`config.mk`:
```
export PLATFORM = sky130hd
export DESIGN_NAME = tape_stream_reader_flat
export DESIGN_NICKNAME = d
export VERILOG_FILES = /design/src/rtl/tape_stream_reader_if.sv /design/src/rtl/tape_stream_reader.sv /design/src/flat_wrapper.sv
export SDC_FILE = /design/constraint.sdc
export NUM_CORES = 1
export LEC_CHECK = 0
export CAP_MARGIN = 30
export CORE_UTILIZATION = 47
export CTS_CLUSTER_DIAMETER = 150
export CTS_CLUSTER_SIZE = 30
export DETAILED_ROUTE_END_ITERATION = 8
export HOLD_SLACK_MARGIN = 0.08
export PLACE_DENSITY = 0.75
export SYNTH_ARGS = -nofsm -noshare
export SYNTH_HDL_FRONTEND = slang
export SYNTH_SLANG_ARGS = --single-unit
```
`constraint.sdc`:
```
create_clock -name clk -period 6.2 [get_ports clk]
set_input_delay 1.24 -clock clk [delete_from_list [all_inputs] [get_ports clk]]
set_output_delay 1.24 -clock clk [all_outputs]
set_load 0.02 [all_outputs]
```
`src/rtl/tape_stream_reader_if.sv`:
```
// Bundles the tape_stream_reader command, RAM read port and egress stream.
// master = the reader block, slave = its surroundings (host, tape RAM, sink).
interface tape_stream_reader_if #(
  parameter int WORDSIZE  = 64,
  parameter int ADDRWIDTH = 9
);
  logic                 start;
  logic [ADDRWIDTH-1:0] base_addr;
  logic [ADDRWIDTH:0]   num_words;
  logic                 busy;
  logic                 done;
  logic                 ram_en;
  logic [ADDRWIDTH-1:0] ram_addr;
  logic [WORDSIZE-1:0]  ram_do;
  logic [WORDSIZE-1:0]  m_tdata;
  logic                 m_tvalid;
  logic                 m_tready;
  logic                 m_tlast;

  modport master (
    input  start, base_addr, num_words, ram_do, m_tready,
    output busy, done, ram_en, ram_addr, m_tdata, m_tvalid, m_tlast
  );

  modport slave (
    output start, base_addr, num_words, ram_do, m_tready,
    input  busy, done, ram_en, ram_addr, m_tdata, m_tvalid, m_tlast
  );
endinterface

```
`src/rtl/tape_stream_reader.sv`:
```
// Streams a contiguous tape RAM region out as valid/ready words, hiding the
// RAM's one-cycle read latency behind a 2-entry prefetch buffer.
module tape_stream_reader #(
  parameter int WORDSIZE  = 64,
  parameter int ADDRWIDTH = 9
) (
  input  logic                 clk,
  input  logic                 rst,
  tape_stream_reader_if.master bus
);

  localparam logic [1:0] ST_IDLE   = 2'd0;
  localparam logic [1:0] ST_READ   = 2'd1;
  localparam logic [1:0] ST_DRAIN  = 2'd2;
  localparam logic [1:0] ST_FINISH = 2'd3;

  localparam logic [ADDRWIDTH:0] CNT_ONE = 1;

  logic [1:0]           state_reg, state_next;
  logic [ADDRWIDTH:0]   num_reg;
  logic [ADDRWIDTH:0]   issued_reg;
  logic [ADDRWIDTH:0]   popped_reg;
  logic [ADDRWIDTH-1:0] addr_reg;
  logic                 inflight_reg;
  logic [1:0]           count_reg;
  logic                 wr_ptr_reg;
  logic                 rd_ptr_reg;

  logic                 start_ok;
  logic                 push;
  logic                 pop;
  logic                 issue;
  logic                 last_issue;
  logic                 head_last;
  logic [2:0]           pending;
  logic [WORDSIZE-1:0]  entry_data [2];

  always_comb begin
    start_ok   = (state_reg == ST_IDLE) && bus.start;
    push       = inflight_reg;
    pop        = (count_reg != 2'd0) && bus.m_tready;
    // Occupancy the buffer will have once in-flight data lands and this cycle's pop leaves.
    pending    = {1'b0, count_reg} + {2'b00, inflight_reg} - {2'b00, pop};
    issue      = (state_reg == ST_READ) && (issued_reg != num_reg) && (pending < 3'd2);
    last_issue = issue && ((issued_reg + CNT_ONE) == num_reg);
    head_last  = (count_reg != 2'd0) && ((popped_reg + CNT_ONE) == num_reg);
  end

  always_comb begin
    state_next = state_reg;
    case (state_reg)
      ST_IDLE:   if (bus.start) state_next = (bus.num_words == '0) ? ST_FINISH : ST_READ;
      ST_READ:   if (last_issue) state_next = ST_DRAIN;
      ST_DRAIN:  if (pop && head_last) state_next = ST_FINISH;
      ST_FINISH: state_next = ST_IDLE;
      default:   state_next = ST_IDLE;
    endcase
  end

  always_ff @(posedge clk or posedge rst) begin
    if (rst) begin
      state_reg    <= ST_IDLE;
      num_reg      <= '0;
      issued_reg   <= '0;
      popped_reg   <= '0;
      addr_reg     <= '0;
      inflight_reg <= 1'b0;
      count_reg    <= 2'd0;
      wr_ptr_reg   <= 1'b0;
      rd_ptr_reg   <= 1'b0;
    end else begin
      state_reg    <= state_next;
      inflight_reg <= issue;
      if (start_ok) begin
        num_reg    <= bus.num_words;
        addr_reg   <= bus.base_addr;
        issued_reg <= '0;
        popped_reg <= '0;
      end else begin
        if (issue) begin
          issued_reg <= issued_reg + CNT_ONE;
          // Leave the address on the final read so ram_addr parks there.
          if (!last_issue) addr_reg <= addr_reg + 1'b1;
        end
        if (pop) popped_reg <= popped_reg + CNT_ONE;
      end
      case ({push, pop})
        2'b10:   count_reg <= count_reg + 2'd1;
        2'b01:   count_reg <= count_reg - 2'd1;
        default: count_reg <= count_reg;
      endcase
      if (push) wr_ptr_reg <= ~wr_ptr_reg;
      if (pop)  rd_ptr_reg <= ~rd_ptr_reg;
    end
  end

  genvar gi;
  generate
    for (gi = 0; gi < 2; gi++) begin : g_entry
      logic [WORDSIZE-1:0] data_reg;
      always_ff @(posedge clk or posedge rst) begin
        if (rst) begin
          data_reg <= '0;
        end else if (push && (wr_ptr_reg == 1'(gi))) begin
          data_reg <= bus.ram_do;
        end
      end
      assign entry_data[gi] = data_reg;
    end
  endgenerate

  assign bus.busy     = (state_reg == ST_READ) || (state_reg == ST_DRAIN);
  assign bus.done     = (state_reg == ST_FINISH);
  assign bus.ram_en   = issue;
  assign bus.ram_addr = addr_reg;
  assign bus.m_tvalid = (count_reg != 2'd0);
  assign bus.m_tdata  = entry_data[rd_ptr_reg];
  assign bus.m_tlast  = head_last;

endmodule

```
`src/flat_wrapper.sv`:
```
// flat-port wrapper written by rule: the top's interface ports become plain ports
module tape_stream_reader_flat 
#(
  parameter int WORDSIZE  = 64,
  parameter int ADDRWIDTH = 9
)
  (clk, rst, bus_start, bus_base_addr, bus_num_words, bus_ram_do, bus_m_tready, bus_busy, bus_done, bus_ram_en, bus_ram_addr, bus_m_tdata, bus_m_tvalid, bus_m_tlast);
  tape_stream_reader_if #(.WORDSIZE(WORDSIZE), .ADDRWIDTH(ADDRWIDTH)) bus_i ();
  input  logic clk;
  input  logic rst;
  input wire logic [$bits(bus_i.start)-1:0] bus_start;
  input wire logic [$bits(bus_i.base_addr)-1:0] bus_base_addr;
  input wire logic [$bits(bus_i.num_words)-1:0] bus_num_words;
  input wire logic [$bits(bus_i.ram_do)-1:0] bus_ram_do;
  input wire logic [$bits(bus_i.m_tready)-1:0] bus_m_tready;
  output wire logic [$bits(bus_i.busy)-1:0] bus_busy;
  output wire logic [$bits(bus_i.done)-1:0] bus_done;
  output wire logic [$bits(bus_i.ram_en)-1:0] bus_ram_en;
  output wire logic [$bits(bus_i.ram_addr)-1:0] bus_ram_addr;
  output wire logic [$bits(bus_i.m_tdata)-1:0] bus_m_tdata;
  output wire logic [$bits(bus_i.m_tvalid)-1:0] bus_m_tvalid;
  output wire logic [$bits(bus_i.m_tlast)-1:0] bus_m_tlast;
  assign bus_i.start = bus_start;
  assign bus_i.base_addr = bus_base_addr;
  assign bus_i.num_words = bus_num_words;
  assign bus_i.ram_do = bus_ram_do;
  assign bus_i.m_tready = bus_m_tready;
  assign bus_busy = bus_i.busy;
  assign bus_done = bus_i.done;
  assign bus_ram_en = bus_i.ram_en;
  assign bus_ram_addr = bus_i.ram_addr;
  assign bus_m_tdata = bus_i.m_tdata;
  assign bus_m_tvalid = bus_i.m_tvalid;
  assign bus_m_tlast = bus_i.m_tlast;
  tape_stream_reader #(.WORDSIZE(WORDSIZE), .ADDRWIDTH(ADDRWIDTH)) u_core (.clk(clk), .rst(rst), .bus(bus_i));
endmodule
```
==> impl_metrics.csv <==
group,metric,value,unit
place,gp_congestion,0.8229,
clocking,cts-hold-fix-buffers,0,
routing,detail_route.first_pass.iterations,5,
floorplan,core,0.01754,mm²
place,postPlaceCellArea,0.01034,mm²
flow_run,timing.max_cap.violations,0,
floorplan,io_pins,165,
final_layout,layout.nets,941,
global_route,antenna_found_initial,1,
global_route,maximum_number_of_pins_on_one_net_before_global_route_repair,94,
routing,drt.antenna.violating_nets,0,
global_route,grt_first_pass_wirelength,31130,µm
synthesis,ys_dominant_reg_cell,"dfrtp_1",
synthesis,synth-adder-area-share,0.01405,
floorplan,fp-row-count,48,
routing,drt-wirelength-per-cell,18.05,µm
timing,timing.final.hold_violations,0,
setup_path,kind_of_cell_adding_the_most_delay_to_the_critical_path,"buffers and inverters",
place,dp_hpwl,13740,µm
clocking,clock-root-buffer,"clkbuf_16",
final_layout,layout_commonest_cell,"mux2_2",
timing,worst-slew-pin-transition,0.8482,ns
synthesis,proportion_of_synthesized_chip_area_in_sequential_cells,0.5094,
timing,unrepaired_setup_endpoints_after_global_routing,"no",
timing,fin_hold_ws,0.5038,ns
final_layout,postLayoutCellArea,0.01092,mm²
floorplan,initial_utilization,0.4874,
setup_path,cp.arrival,3.82,ns
power,power_per_cell_area,561.9,mW/mm²
final_layout,finish.utilization,0.6226,
timing,final_max_slew_viol_count,0,
power,static-leakage-power,4.558,nW
floorplan,die-height,136.9,µm
global_route,globalRoute.totalOverflow,0,
synthesis,syn_inst,700,
synthesis,syn-num-nets,796,
synthesis,yosys-mux-area-fraction,0.2576,
final_layout,largest_register_ff_count,128,
timing,report.final.setup_viol,0,
final_layout,layout-area-overhead-vs-synth,27.76,%
synthesis,synth_top_family_by_area,"multiplexers",
synthesis,yosys_warnings,0,
timing,timing.clock.skew,0.01055,ns
setup_path,timing.critical_path.fanout_max,12,
synthesis,synth_seq_cells,174,
setup_path,crit_path_frequent_cell,"clkdlybuf4s50_1",
power,vdd.ir_drop.worst,288.0,µV
setup_path,critical_path_rt,4.96,ns
setup_path,cp_slowest_cell,"clkdlybuf4s50_1",
synthesis,syn_avg_cell_area,12.21,µm²
setup_path,r2r_setup_slack,2.88,ns
timing,fmax,197.8,MHz
min_path,timing.hold.worst.class,"reg2reg",
setup_path,critPathLaunchType,"primary input",
floorplan,dieArea,0.01873,mm²
clocking,h-tree-depth,4,
clocking,clock_sink_count,174,
clocking,clkLatencyLatePin,0.42,ns
synthesis,yosys.area_share.xor_xnor,0.04919,
synthesis,area_fraction_in_compound_gates_after_synthesis,0.04992,
clocking,cts_tree,"built",
power,p_total,6.135,mW
setup_path,series_of_cell_instances_along_the_critical_path,"clkdlybuf4s50_1 -> nand2_1 -> nor2_1 -> fa_1 -> xnor2_1 -> and3_1 -> o31a_1 -> buf_4 -> clkdlybuf4s50_1",
global_route,gr-usage-all-layers,0.2172,
setup_path,timing.critical_path.slowest_cell_delay,0.63,ns
routing,vias_per_cell,5.469,
setup_path,crit_path_end_kind,"output port",
clocking,postCtsSetupRepairBufs,0,
global_route,grt_pass1_vias,6306,
clocking,post_cts.resized_instances,0,
final_layout,layout-drive-gt1-share,0.2835,
routing,detailed_route_via_count,5923,
synthesis,synth-async-reset-ratio,1.000,
setup_path,worstSetupPathType,"in2out",
min_path,hold_path_depth,1,
synthesis,cell_area_after_synthesis,0.008547,mm²
synthesis,netlist-cell-type-count,61,
synthesis,post_synth_and_or_nand_nor_area_fraction,0.09091,
setup_path,critPathBufInv,3,
floorplan,die_width,136.9,µm
clocking,tritoncts.num_buffers,17,
routing,drt_drc_violations_left,0,
setup_path,r2r_cells,12,
routing,drt_iter0_drc,325,
place,portBuffers,164,
synthesis,number_of_enable_type_register_cells_in_the_synthesized_netlist,0,
routing,totalWireLength,19550,µm
timing,maxSlewHeadroom,0.4345,
timing,period_minus_slack,5.057,ns
status,status,"finished clean",
timing,finalCritPeriodShare,0.8156,
setup_path,path_depth,9,
final_layout,most-common-layout-cells,"mux2_2, dfrtp_1, clkdlybuf4s50_1",
clocking,max-clock-path-buffers,2,
clocking,clk_transition_reported_paths,0.07,ns
timing,totalNegativeSetupSlack,0,ns
[final timing paths]
check / start / to
hold / removal: u_core.g_entry[1].data_reg[4]$_DFFE_PP0P_ / u_core.g_entry[1].data_reg[4]$_DFFE_PP0P_
max in group asynchronous: rst / u_core.g_entry[0].data_reg[33]$_DFFE_PP0P_
hold reg to reg: u_core.g_entry[1].data_reg[4]$_DFFE_PP0P_ / u_core.g_entry[1].data_reg[4]$_DFFE_PP0P_
setup / recovery: bus_m_tready / bus_ram_en
min in group asynchronous: rst / u_core.bus.ram_addr[6]$_DFFE_PP0P_
setup reg to reg: u_core.count_reg[1]$_DFFE_PP0N_ / u_core.bus.ram_addr[8]$_DFFE_PP0P_
[cells in the mapped netlist (all sizes together), types with 7 or more instances]
cell,n,area [µm²]
nor2,33,123.9
dfrtp,174,4354
o21ai,14,70.07
a31oi,7,65.06
ha,8,100.1
nand2,52,195.2
a21oi,12,60.06
buf,10,66.30
nor3,8,40.04
nand4,8,50.05
inv,13,48.80
xor2,16,140.1
xnor2,32,280.3
clkbuf,35,131.4
mux2,192,2162
nand3,18,90.09
and3,10,67.56
[routing by layer]
metal	vias up	wire length (µm)	part of all wire	track usage
li1	2742	-	-	-
met1	2974	7775	0.40	0.2502
met2	177	10090	0.52	0.3737
met3	30	1234	0.063	0.06778
met4	0	450	0.023	0.08974
met5	-	0	0	0
[report_power, final]
group | internal, mW | leakage [nW] | switching [mW]
Clock | 0.584 | 0.285 | 0.459
Sequential | 1.66 | 2.10 | 0.400
Combinational | 1.63 | 2.17 | 1.40
[worst reg2reg max path: cells and delay by family (launching register included)]
| kind | cells | cell delay (ns) |
|---|---|---|
| adder cells (fa/ha/maj) | 1 | 0.41 |
| buffers and inverters | 2 | 0.29 |
| flip-flops | 1 | 0.45 |
| AND/OR/NAND/NOR | 5 | 1.03 |
| XOR/XNOR | 1 | 0.15 |
| AO/OA/AOI/OAI | 3 | 0.87 |
[per-stage QoR]
step / std cells / setup slack [ns]
finish: 1083 / 1.143
global placement: 1051 / 1.193
floorplan: 700 / 0.2432
CTS: 1082 / 1.134
global route: 1083 / 0.9340
detailed placement: 1051 / 1.141
[logic make-up (layout without fill, tap and decap cells)]
group | Yosys count | after routing
other | 0 | 1
AOI/OAI and AO/OA | 59 | 59
buffers and inverters | 58 | 215
muxes | 196 | 196
and+or+nand+nor | 156 | 156
xor gates and xnor gates | 48 | 48
DFF | 174 | 174
adders and majority gates | 9 | 9
[cell type report]
cell class	count	area [µm²]
fill	1353	6618
sequential	174	4355
multi-input combinational	468	3956
timing repair buffer	171	1694
clock buffer	19	452.9
tap	225	281.5
clock inverter	12	122.6
inverter	13	53.80
antenna	1	2.502
(Power assumes the default switching activity.)
